File: src/rtl/switch_allocator_pkg.sv
// Shared codes and helpers for the 5-port mesh router switch allocator.
package switch_allocator_pkg;

  localparam int unsigned NUM_PORTS = 5;

  // Routed output-port codes as produced by route compute.
  localparam int unsigned PN_L = 1;
  localparam int unsigned PN_E = 2;
  localparam int unsigned PN_N = 3;
  localparam int unsigned PN_W = 4;
  localparam int unsigned PN_S = 5;

  localparam logic [1:0] FT_HDR    = 2'b10;
  localparam logic [1:0] FT_BODY   = 2'b00;
  localparam logic [1:0] FT_TAIL   = 2'b01;
  localparam logic [1:0] FT_SINGLE = 2'b11;

  typedef enum logic {
    ST_IDLE   = 1'b0,
    ST_LOCKED = 1'b1
  } out_state_t;

  // Header and single-flit packets both open a packet.
  function automatic logic is_head(input logic [1:0] ft);
    return ft[1];
  endfunction

  // Tail and single-flit packets both close a packet.
  function automatic logic ends_packet(input logic [1:0] ft);
    return ft[0];
  endfunction

  function automatic logic [2:0] next_ptr(input logic [2:0] idx);
    return (idx == 3'd4) ? 3'd0 : idx + 3'd1;
  endfunction

endpackage

File: src/rtl/switch_allocator_rr_arbiter5.sv
// Combinational 5-way round-robin arbiter: first requester at or after ptr wins.
module rr_arbiter5
  import switch_allocator_pkg::*;
(
  input  logic [4:0] req,
  input  logic [2:0] ptr,
  output logic [4:0] grant,
  output logic [2:0] idx
);

  logic [3:0] cand;
  logic       found;

  always_comb begin
    grant = '0;
    idx   = '0;
    found = 1'b0;
    cand  = '0;
    for (int unsigned k = 0; k < NUM_PORTS; k++) begin
      cand = {1'b0, ptr} + 4'(k);
      if (cand >= 4'(NUM_PORTS)) begin
        cand = cand - 4'(NUM_PORTS);
      end
      if (!found && req[cand[2:0]]) begin
        found             = 1'b1;
        grant[cand[2:0]]  = 1'b1;
        idx               = cand[2:0];
      end
    end
  end

endmodule

File: src/rtl/switch_allocator.sv
// Per-output round-robin allocation with wormhole lock until the tail transfers.
module switch_allocator #(
  parameter int unsigned NUM_PORTS = 5,
  parameter int unsigned PORT_W    = 4,
  parameter int unsigned SEL_W     = 3
) (
  input  logic                        clk,
  input  logic                        rst,
  input  logic [NUM_PORTS-1:0]        in_valid,
  input  logic [2*NUM_PORTS-1:0]      in_flit_type,
  input  logic [PORT_W*NUM_PORTS-1:0] in_port_num,
  input  logic [NUM_PORTS-1:0]        out_ready,
  output logic [NUM_PORTS-1:0]        in_grant,
  output logic [NUM_PORTS-1:0]        out_valid,
  output logic [SEL_W*NUM_PORTS-1:0]  out_sel,
  output logic [NUM_PORTS-1:0]        out_busy,
  output logic                        proto_err
);
  import switch_allocator_pkg::*;

  if (NUM_PORTS != switch_allocator_pkg::NUM_PORTS || SEL_W != 3 || PORT_W < 3) begin : g_bad_cfg
    $error("switch_allocator: only NUM_PORTS=5, SEL_W=3, PORT_W>=3 supported");
  end

  out_state_t           state_q   [NUM_PORTS];
  logic [SEL_W-1:0]     owner_q   [NUM_PORTS];
  logic [SEL_W-1:0]     ptr_q     [NUM_PORTS];

  logic [1:0]           ftype     [NUM_PORTS];
  logic [PORT_W-1:0]    pnum      [NUM_PORTS];
  logic [NUM_PORTS-1:0] req       [NUM_PORTS];
  logic [NUM_PORTS-1:0] arb_grant [NUM_PORTS];
  logic [SEL_W-1:0]     arb_idx   [NUM_PORTS];
  logic [NUM_PORTS-1:0] release_now;
  logic                 err_now;

  always_comb begin
    for (int unsigned i = 0; i < NUM_PORTS; i++) begin
      ftype[i] = in_flit_type[2*i +: 2];
      pnum[i]  = in_port_num[PORT_W*i +: PORT_W];
    end
  end

  // Everything driven toward the crossbar and inputs comes from the lock state.
  always_comb begin
    in_grant    = '0;
    out_valid   = '0;
    out_sel     = '0;
    out_busy    = '0;
    release_now = '0;
    for (int unsigned o = 0; o < NUM_PORTS; o++) begin
      if (state_q[o] == ST_LOCKED) begin
        out_busy[o]                = 1'b1;
        out_sel[SEL_W*o +: SEL_W]  = owner_q[o];
        in_grant[owner_q[o]]       = 1'b1;
        out_valid[o]               = in_valid[owner_q[o]];
        release_now[o]             = in_valid[owner_q[o]] && out_ready[o] &&
                                     ends_packet(ftype[owner_q[o]]);
      end
    end
  end

  always_comb begin
    err_now = 1'b0;
    for (int unsigned o = 0; o < NUM_PORTS; o++) begin
      req[o] = '0;
    end
    for (int unsigned i = 0; i < NUM_PORTS; i++) begin
      if (in_valid[i]) begin
        if (is_head(ftype[i])) begin
          if (pnum[i] < PORT_W'(PN_L) || pnum[i] > PORT_W'(PN_S)) begin
            err_now = 1'b1;
          end else if (!in_grant[i]) begin
            for (int unsigned o = 0; o < NUM_PORTS; o++) begin
              if (pnum[i] == PORT_W'(o + 1)) begin
                req[o][i] = 1'b1;
              end
            end
          end
        end else if (!in_grant[i]) begin
          err_now = 1'b1;
        end
      end
    end
  end

  for (genvar o = 0; o < NUM_PORTS; o++) begin : g_arb
    rr_arbiter5 u_arb (
      .req   (req[o]),
      .ptr   (ptr_q[o]),
      .grant (arb_grant[o]),
      .idx   (arb_idx[o])
    );
  end

  // A releasing output only rejoins arbitration on the following edge.
  always_ff @(posedge clk or negedge rst) begin
    if (!rst) begin
      for (int unsigned o = 0; o < NUM_PORTS; o++) begin
        state_q[o] <= ST_IDLE;
        owner_q[o] <= '0;
        ptr_q[o]   <= '0;
      end
      proto_err <= 1'b0;
    end else begin
      for (int unsigned o = 0; o < NUM_PORTS; o++) begin
        if (state_q[o] == ST_IDLE) begin
          if (|arb_grant[o]) begin
            state_q[o] <= ST_LOCKED;
            owner_q[o] <= arb_idx[o];
          end
        end else if (release_now[o]) begin
          state_q[o] <= ST_IDLE;
          ptr_q[o]   <= next_ptr(owner_q[o]);
        end
      end
      if (err_now) begin
        proto_err <= 1'b1;
      end
    end
  end

endmodule

File: config.mk
export PLATFORM = sky130hd
export DESIGN_NAME = switch_allocator
export DESIGN_NICKNAME = d
export VERILOG_FILES = /design/src/rtl/switch_allocator_pkg.sv /design/src/rtl/switch_allocator_rr_arbiter5.sv /design/src/rtl/switch_allocator.sv
export SDC_FILE = /design/constraint.sdc
export NUM_CORES = 1
export LEC_CHECK = 0
export CORE_MARGIN = 2
export CORE_UTILIZATION = 54
export CTS_CLUSTER_DIAMETER = 120
export DETAILED_ROUTE_END_ITERATION = 8
export PLACE_DENSITY = 0.76
export REMOVE_ABC_BUFFERS = 1
export SLEW_MARGIN = 40
export SYNTH_ARGS = -nofsm -noshare
export SYNTH_HDL_FRONTEND = slang
export SYNTH_SLANG_ARGS = --single-unit
File: constraint.sdc
create_clock -name clk -period 4.1 [get_ports clk]
set_input_delay 0.82 -clock clk [delete_from_list [all_inputs] [get_ports clk]]
set_output_delay 0.82 -clock clk [all_outputs]
set_load 0.05 [all_outputs]
==> metrics.md <==
| Metric | Value |
|---|---|
| Clk sink count | `36` |
| Mux share of post-synthesis cell area | `0.0764` |
| First-pass GRT wire length | `40800 µm` |
| Cells after Synth | `1115` |
| Area of the core region | `14600 µm²` |
| Die area | `16000 µm²` |
| Synth Area in Simple Gates | `0.334` |
| R2R cell count | `10` |
| Final Skew | `0.0100 ns` |
| CP max FO | `9` |
| CTS buffer count | `5` |
| Synthesized area | `8080 µm²` |
| Synth warn | `0` |
| Share of the clock period used by the worst path | `0.921` |
| Hold Path Class | `in2async` |
| Max-cap violation count | `0` |
| IO buf count | `72` |
| CTS tree | `done` |
| Status | `completed` |
| Post-synth top area share | `0.112` |
| Setup TNS | `0 ns` |
| Largest family of logic cells by synthesized area | `simple AND/OR/NAND/NOR gates` |
| Routed Antenna Nets | `0` |
| CTS Hold Bufs | `0` |
| Starting Density | `0.554` |
| Largest cells by area after synthesis | `dfrtp_1 (11%), ha_1 (7.7%), mux2i_1 (5.1%)` |
| Tot GR Track Use | `0.307` |
| Detailed Place HPWL | `19700 µm` |
| Routed len/inst | `18.8 µm` |
| Die height | `126 µm` |
| Setup bufs post-CTS | `0` |
| Placer congestion estimate | `1.01` |
| Overflow after GRT | `0` |
| EDFF count, synth | `0` |
| Vias in the first global route | `8063` |
| Cell taking the most area after synthesis | `dfrtp_1` |
| Vias per cell | `6.69` |
| Slew HR | `0.540` |
| Worst skew pair latency | `0.29 ns` |
| Num ports | `73` |
| Startpoint types | `primary input` |
| Ant. Diodes | `0` |
| Register area share after synthesis | `0.112` |
| Slew Limit Fails | `0` |
| Non-Filler Instances | `1347` |
| Achievable Freq | `265 MHz` |
| Adder-Cell Fraction of Synth Area | `0.0898` |
| RSZ-0062 raised after global routing | `false` |
| Synth Area in XOR/XNOR | `0.0239` |
| Critical path type | `in2out` |
| Layout cell share with drive strength beyond 1 | `0.0851` |
| Number of library cell types mapped by synthesis | `99` |
| Layout area overhead | `13.1%` |
| Fill count | `1308` |
| Commonest non-fill, non-tap cell in the layout | `nor2_1` |
| Via count | `9013` |
| Async set-or-reset flop fraction in the synthesized netlist | `1.00` |
| Met2 usage | `0.482` |
| Fin. Hold Viols | `0` |
| Nets | `1259` |
| Slew @ Worst Pin | `0.673 ns` |
| Main synth FF type | `dfrtp_1` |
| Clk root buf | `clkbuf_16` |
| # setup viols final | `0` |
| Largest net degree at the start of global routing | `37` |
| Initial DRC Count | `1075` |
| Compound-Gate Fraction of Synth Area | `0.299` |
| GR peak layer | `met2` |
| Met1 Track Usage GR | `0.432` |
| Longest Clk Path Bufs | `2` |
| Routed WL | `25300 µm` |
| Tmin final | `3.77 ns` |
| CTS resizes | `0` |
| First-pass detailed-route iteration total | `5` |
| FF+latch area | `901 µm²` |
| Placed cells | `1337` |
| Post-route DRC | `0` |
| FP Rows | `44` |
| Multi-input gate area | `6650 µm²` |
| H-Tree Depth | `2` |
| Required @ worst endpoint | `3.28 ns` |
| Clk pin slew, worst setup/hold paths | `0.05 ns` |
| Average size of a mapped cell | `7.25 µm²` |
| Critical path endpoint category | `output port` |
| Synth Register Bits | `36` |
| Die Wd | `126 µm` |
| Met3 Use GR | `0.0506` |
| Most frequent cells in the layout | `nor2_1 (104), nand2_1 (83), a21oi_1 (75), clkdlybuf4s50_1 (68)` |
| CP arrival | `2.95 ns` |
| Antenna violations before repair | `0` |
-- cell families after synthesis --
group                    Yosys count
buffers and inverters            126
XOR/XNOR                          22
adder cells (fa/ha/maj)           55
AO/OA/AOI/OAI                    342
AND/OR/NAND/NOR                  477
multiplexers                      57
flip-flops                        36
-- layer usage --
layer / routed length [µm] / up-vias / part of all wire
li1: - / 4302 / -
met1: 11100 / 4232 / 0.44
met2: 11300 / 418 / 0.45
met3: 2170 / 61 / 0.086
met4: 758 / 0 / 0.030
met5: 0 / - / 0
-- per-stage QoR --
step / utilization / hold slack [ns] / setup WS, ns / instance area [µm²]
finish: 0.627 / 0.520 / 0.326 / 9140
CTS: 0.626 / 0.530 / 0.353 / 9130
detailed placement: 0.615 / 0.532 / 0.244 / 8970
global placement: 0.614 / 0.542 / 0.259 / 8960
floorplan: - / 0.524 / 0.400 / 7770
global route: 0.627 / 0.545 / 0.0610 / 9140
-- cell type report --
cell class                 count  share of cell area
tap                          184              0.0252
inverter                      58              0.0238
multi-input combinational    953               0.728
sequential                    36              0.0985
timing repair buffer         108               0.107
clock buffer                   6              0.0141
clock inverter                 2             0.00383
-- flip-flops by register name, summed over array words and instances, names as in the netlist --
name,cells
proto_err,1
owner_q,15
state_q,5
ptr_q,15
-- final timing paths --
| check | end | slack [ns] | start |
|---|---|---|---|
| min | ptr_q[6] | 0.52 | rst |
| min reg2reg | proto_err | 0.56 | proto_err |
| max | out_valid[1] | 0.33 | in_valid[2] |
| min in group clk | proto_err | 0.56 | proto_err |
| max reg2reg | owner_q[5] | 0.35 | ptr_q[4] |
| max in group asynchronous | owner_q[3] | 3.21 | rst |
-- cell usage after synthesis (10+ instances only) --
cell,count
a21o_1,11
a21oi_1,75
a31oi_1,17
and2_1,21
and3_1,17
buf_2,26
clkbuf_1,36
dfrtp_1,36
ha_1,50
inv_1,57
mux2_2,11
mux2i_1,41
nand2_1,83
nand2b_1,32
nand3_1,34
nand3b_1,11
nand4_1,10
nor2_1,104
nor2b_1,25
nor3_1,34
nor3b_1,15
nor4_1,17
o211ai_1,14
o21ai_0,57
o22a_1,11
o22ai_1,21
o31ai_1,15
xnor2_1,21
-- worst max-delay path, stage by stage --
cell and delay (ns):
clkdlybuf4s50_1 0.61, mux2i_1 0.23, nor2_1 0.05, a311o_1 0.30, and3_1 0.22, clkdlybuf4s50_1 0.71
Power is left out: the tool's default activity adds up to more than one toggle a clock period on the data nets, which glitch-free logic cannot reach.
==> RTL edit (same settings) <==
`PORT_W`: 4 -> 3.
--- a/src/rtl/switch_allocator.sv
+++ b/src/rtl/switch_allocator.sv
@@ -3,3 +3,3 @@
   parameter int unsigned NUM_PORTS = 5,
-  parameter int unsigned PORT_W    = 4,
+  parameter int unsigned PORT_W    = 3,
   parameter int unsigned SEL_W     = 3
Interface: changed (resized in_port_num); port bits go from 73 to 68. The function was not compared with the original's and may differ.
==> RTL edit against the original RTL <==
Clock skew is 1.4 ps lower; synthesized area shrank 0.94%; register-to-register slack about the same; routed wire length up 0.70%; first-iteration DRC count decreased by 13%; via count shrank 1.1%; setup slack worse by 16 ps; final area fell by 0.15%; sequential cell count stayed put; highest routed layer unchanged.
Power is left out: the tool's default activity adds up to more than one toggle a clock period on the data nets, which glitch-free logic cannot reach.
==> RTL edit: results (changes against the original RTL) <==
STA
  • Final WS setup: 310 ps (-16.1 ps)
  • Slew headroom: 42.8% (-11 points)
  • Final hold vios: 0 (unchanged)
  • Setup Skew: 8.66 ps (-1.36 ps)

Clock tree
  • Max clock buf depth: 2 (unchanged)
  • Clock Root Buffer: clkbuf_16
  • Setup bufs post-CTS: 0 (unchanged)

Finish
  • Number of fill cells in the layout: 1345 (+2.8%)
  • Layout net count: 1249 (-0.79%)
  • Leading registers by flop count: owner_q (15), ptr_q (15), state_q (5)
  • Share of cells above drive strength 1: 9.07% (+0.55 points)

Global routing
  • Largest net degree at the start of global routing: 37 (unchanged)
  • Number of global-route vias before repair: 7787 (-3.4%)
  • Global-route wire length before repair: 40700 µm (-0.24%)
  • GRT Total Usage: 30.8% (+0.11 points)

Placement
  • Post-place setup slack: 202 ps (-41.6 ps)
  • # port buffers: 67 (-6.9%)
  • Gpl congestion: 1.01 (about the same)
  • Hpwl dp: 19400 µm (-1.2%)

Yosys
  • Top post-synthesis cells by area: dfrtp_1 11%, ha_1 7.8%, mux2i_1 7.3%
  • Primary FF master, synth: dfrtp_1
  • Commonest cells in the synthesized netlist: 90 x a21oi_1, 88 x nor2_1, 64 x inv_1, 64 x nand2_1, 60 x o21ai_0
  • Register area share after synthesis: 11.3% (+0.11 points)
  • Asr flop ratio synth: 100% (unchanged)
  • Ys Warns: 0 (unchanged)
  • Share of the synthesized area in the top cell type: 11.3% (+0.11 points)
  • Netlist cell types: 92 (-7.1%)

Critical path
  • RR Endpoint: owner_q[11]
  • Crit-path max cell delay: 710 ps (about the same)
  • CP Launch Point: in_valid[2]
  • Crit path max-delay family: buffers and inverters
  • FF-to-FF path depth: 11 (+1)
  • Reg2reg start: ptr_q[9]
  • CP arrival: 2970 ps (+20 ps)
  • Maximum fanout along the worst path: 7 (-2)

Routing
  • Initial DRC count: 931 (-13%)
  • 1st-pass router iterations: 5 (unchanged)
  • Vias: 8916 (-1.1%)
  • Detailed Route WL: 25500 µm (+0.70%)

Run status
  • Status: finished clean
-- RTL edit: logic make-up (layout without fill, tap and decap cells) --
logic type / count (synthesis) / after routing / synth area share [%]
fa+ha+maj: 55 / 55 / 9.07
buf+inv: 131 / 186 / 6.41
mux: 78 / 78 / 10.6
flops: 36 / 36 / 11.3
xor+xnor: 25 / 25 / 2.74
simple gates: 435 / 435 / 31.1
compound gates: 343 / 343 / 28.9
-- RTL edit: stage by stage --
stage | std cells | area (µm²) | hold WS [ps]
after global routing | 1342 | 9130 | 544
after CTS | 1342 | 9130 | 525
after global placement | 1334 | 8960 | 517
after detailed placement | 1334 | 8960 | 523
after floorplan | 1040 | 7740 | 524
final | 1342 | 9130 | 509
-- RTL edit: worst reg2reg max path: stages (launching register included) --
cell and delay [ps]:
dfrtp_1 350, clkinv_1 290, ha_1 350, ha_1 290
a21oi_1 170, mux2i_1 470, mux2_2 400, a222oi_1 410
mux2_2 380, a31oi_1 150, o21ai_0 100, mux2_4 270
-- RTL edit: area by class of cell --
cell class / instances / area [µm²] / share of cell area (%)
sequential: 36 / 901 / 9.87
multi-input combinational: 936 / 6590 / 72.2
inverter: 68 / 255 / 2.80
clock inverter: 2 / 35.0 / 0.384
clock buffer: 6 / 129 / 1.41
timing repair buffer: 110 / 988 / 10.8
tap: 184 / 230 / 2.52
-- RTL edit: layer usage --
metal	global-route usage (%)	part of all wire, %	vias to the layer above
met1	44.5	44	4203
met5	0	0	-
met3	3.19	7.8	40
met4	8.79	2.2	0
li1	-	-	4282
met2	48.9	46	391
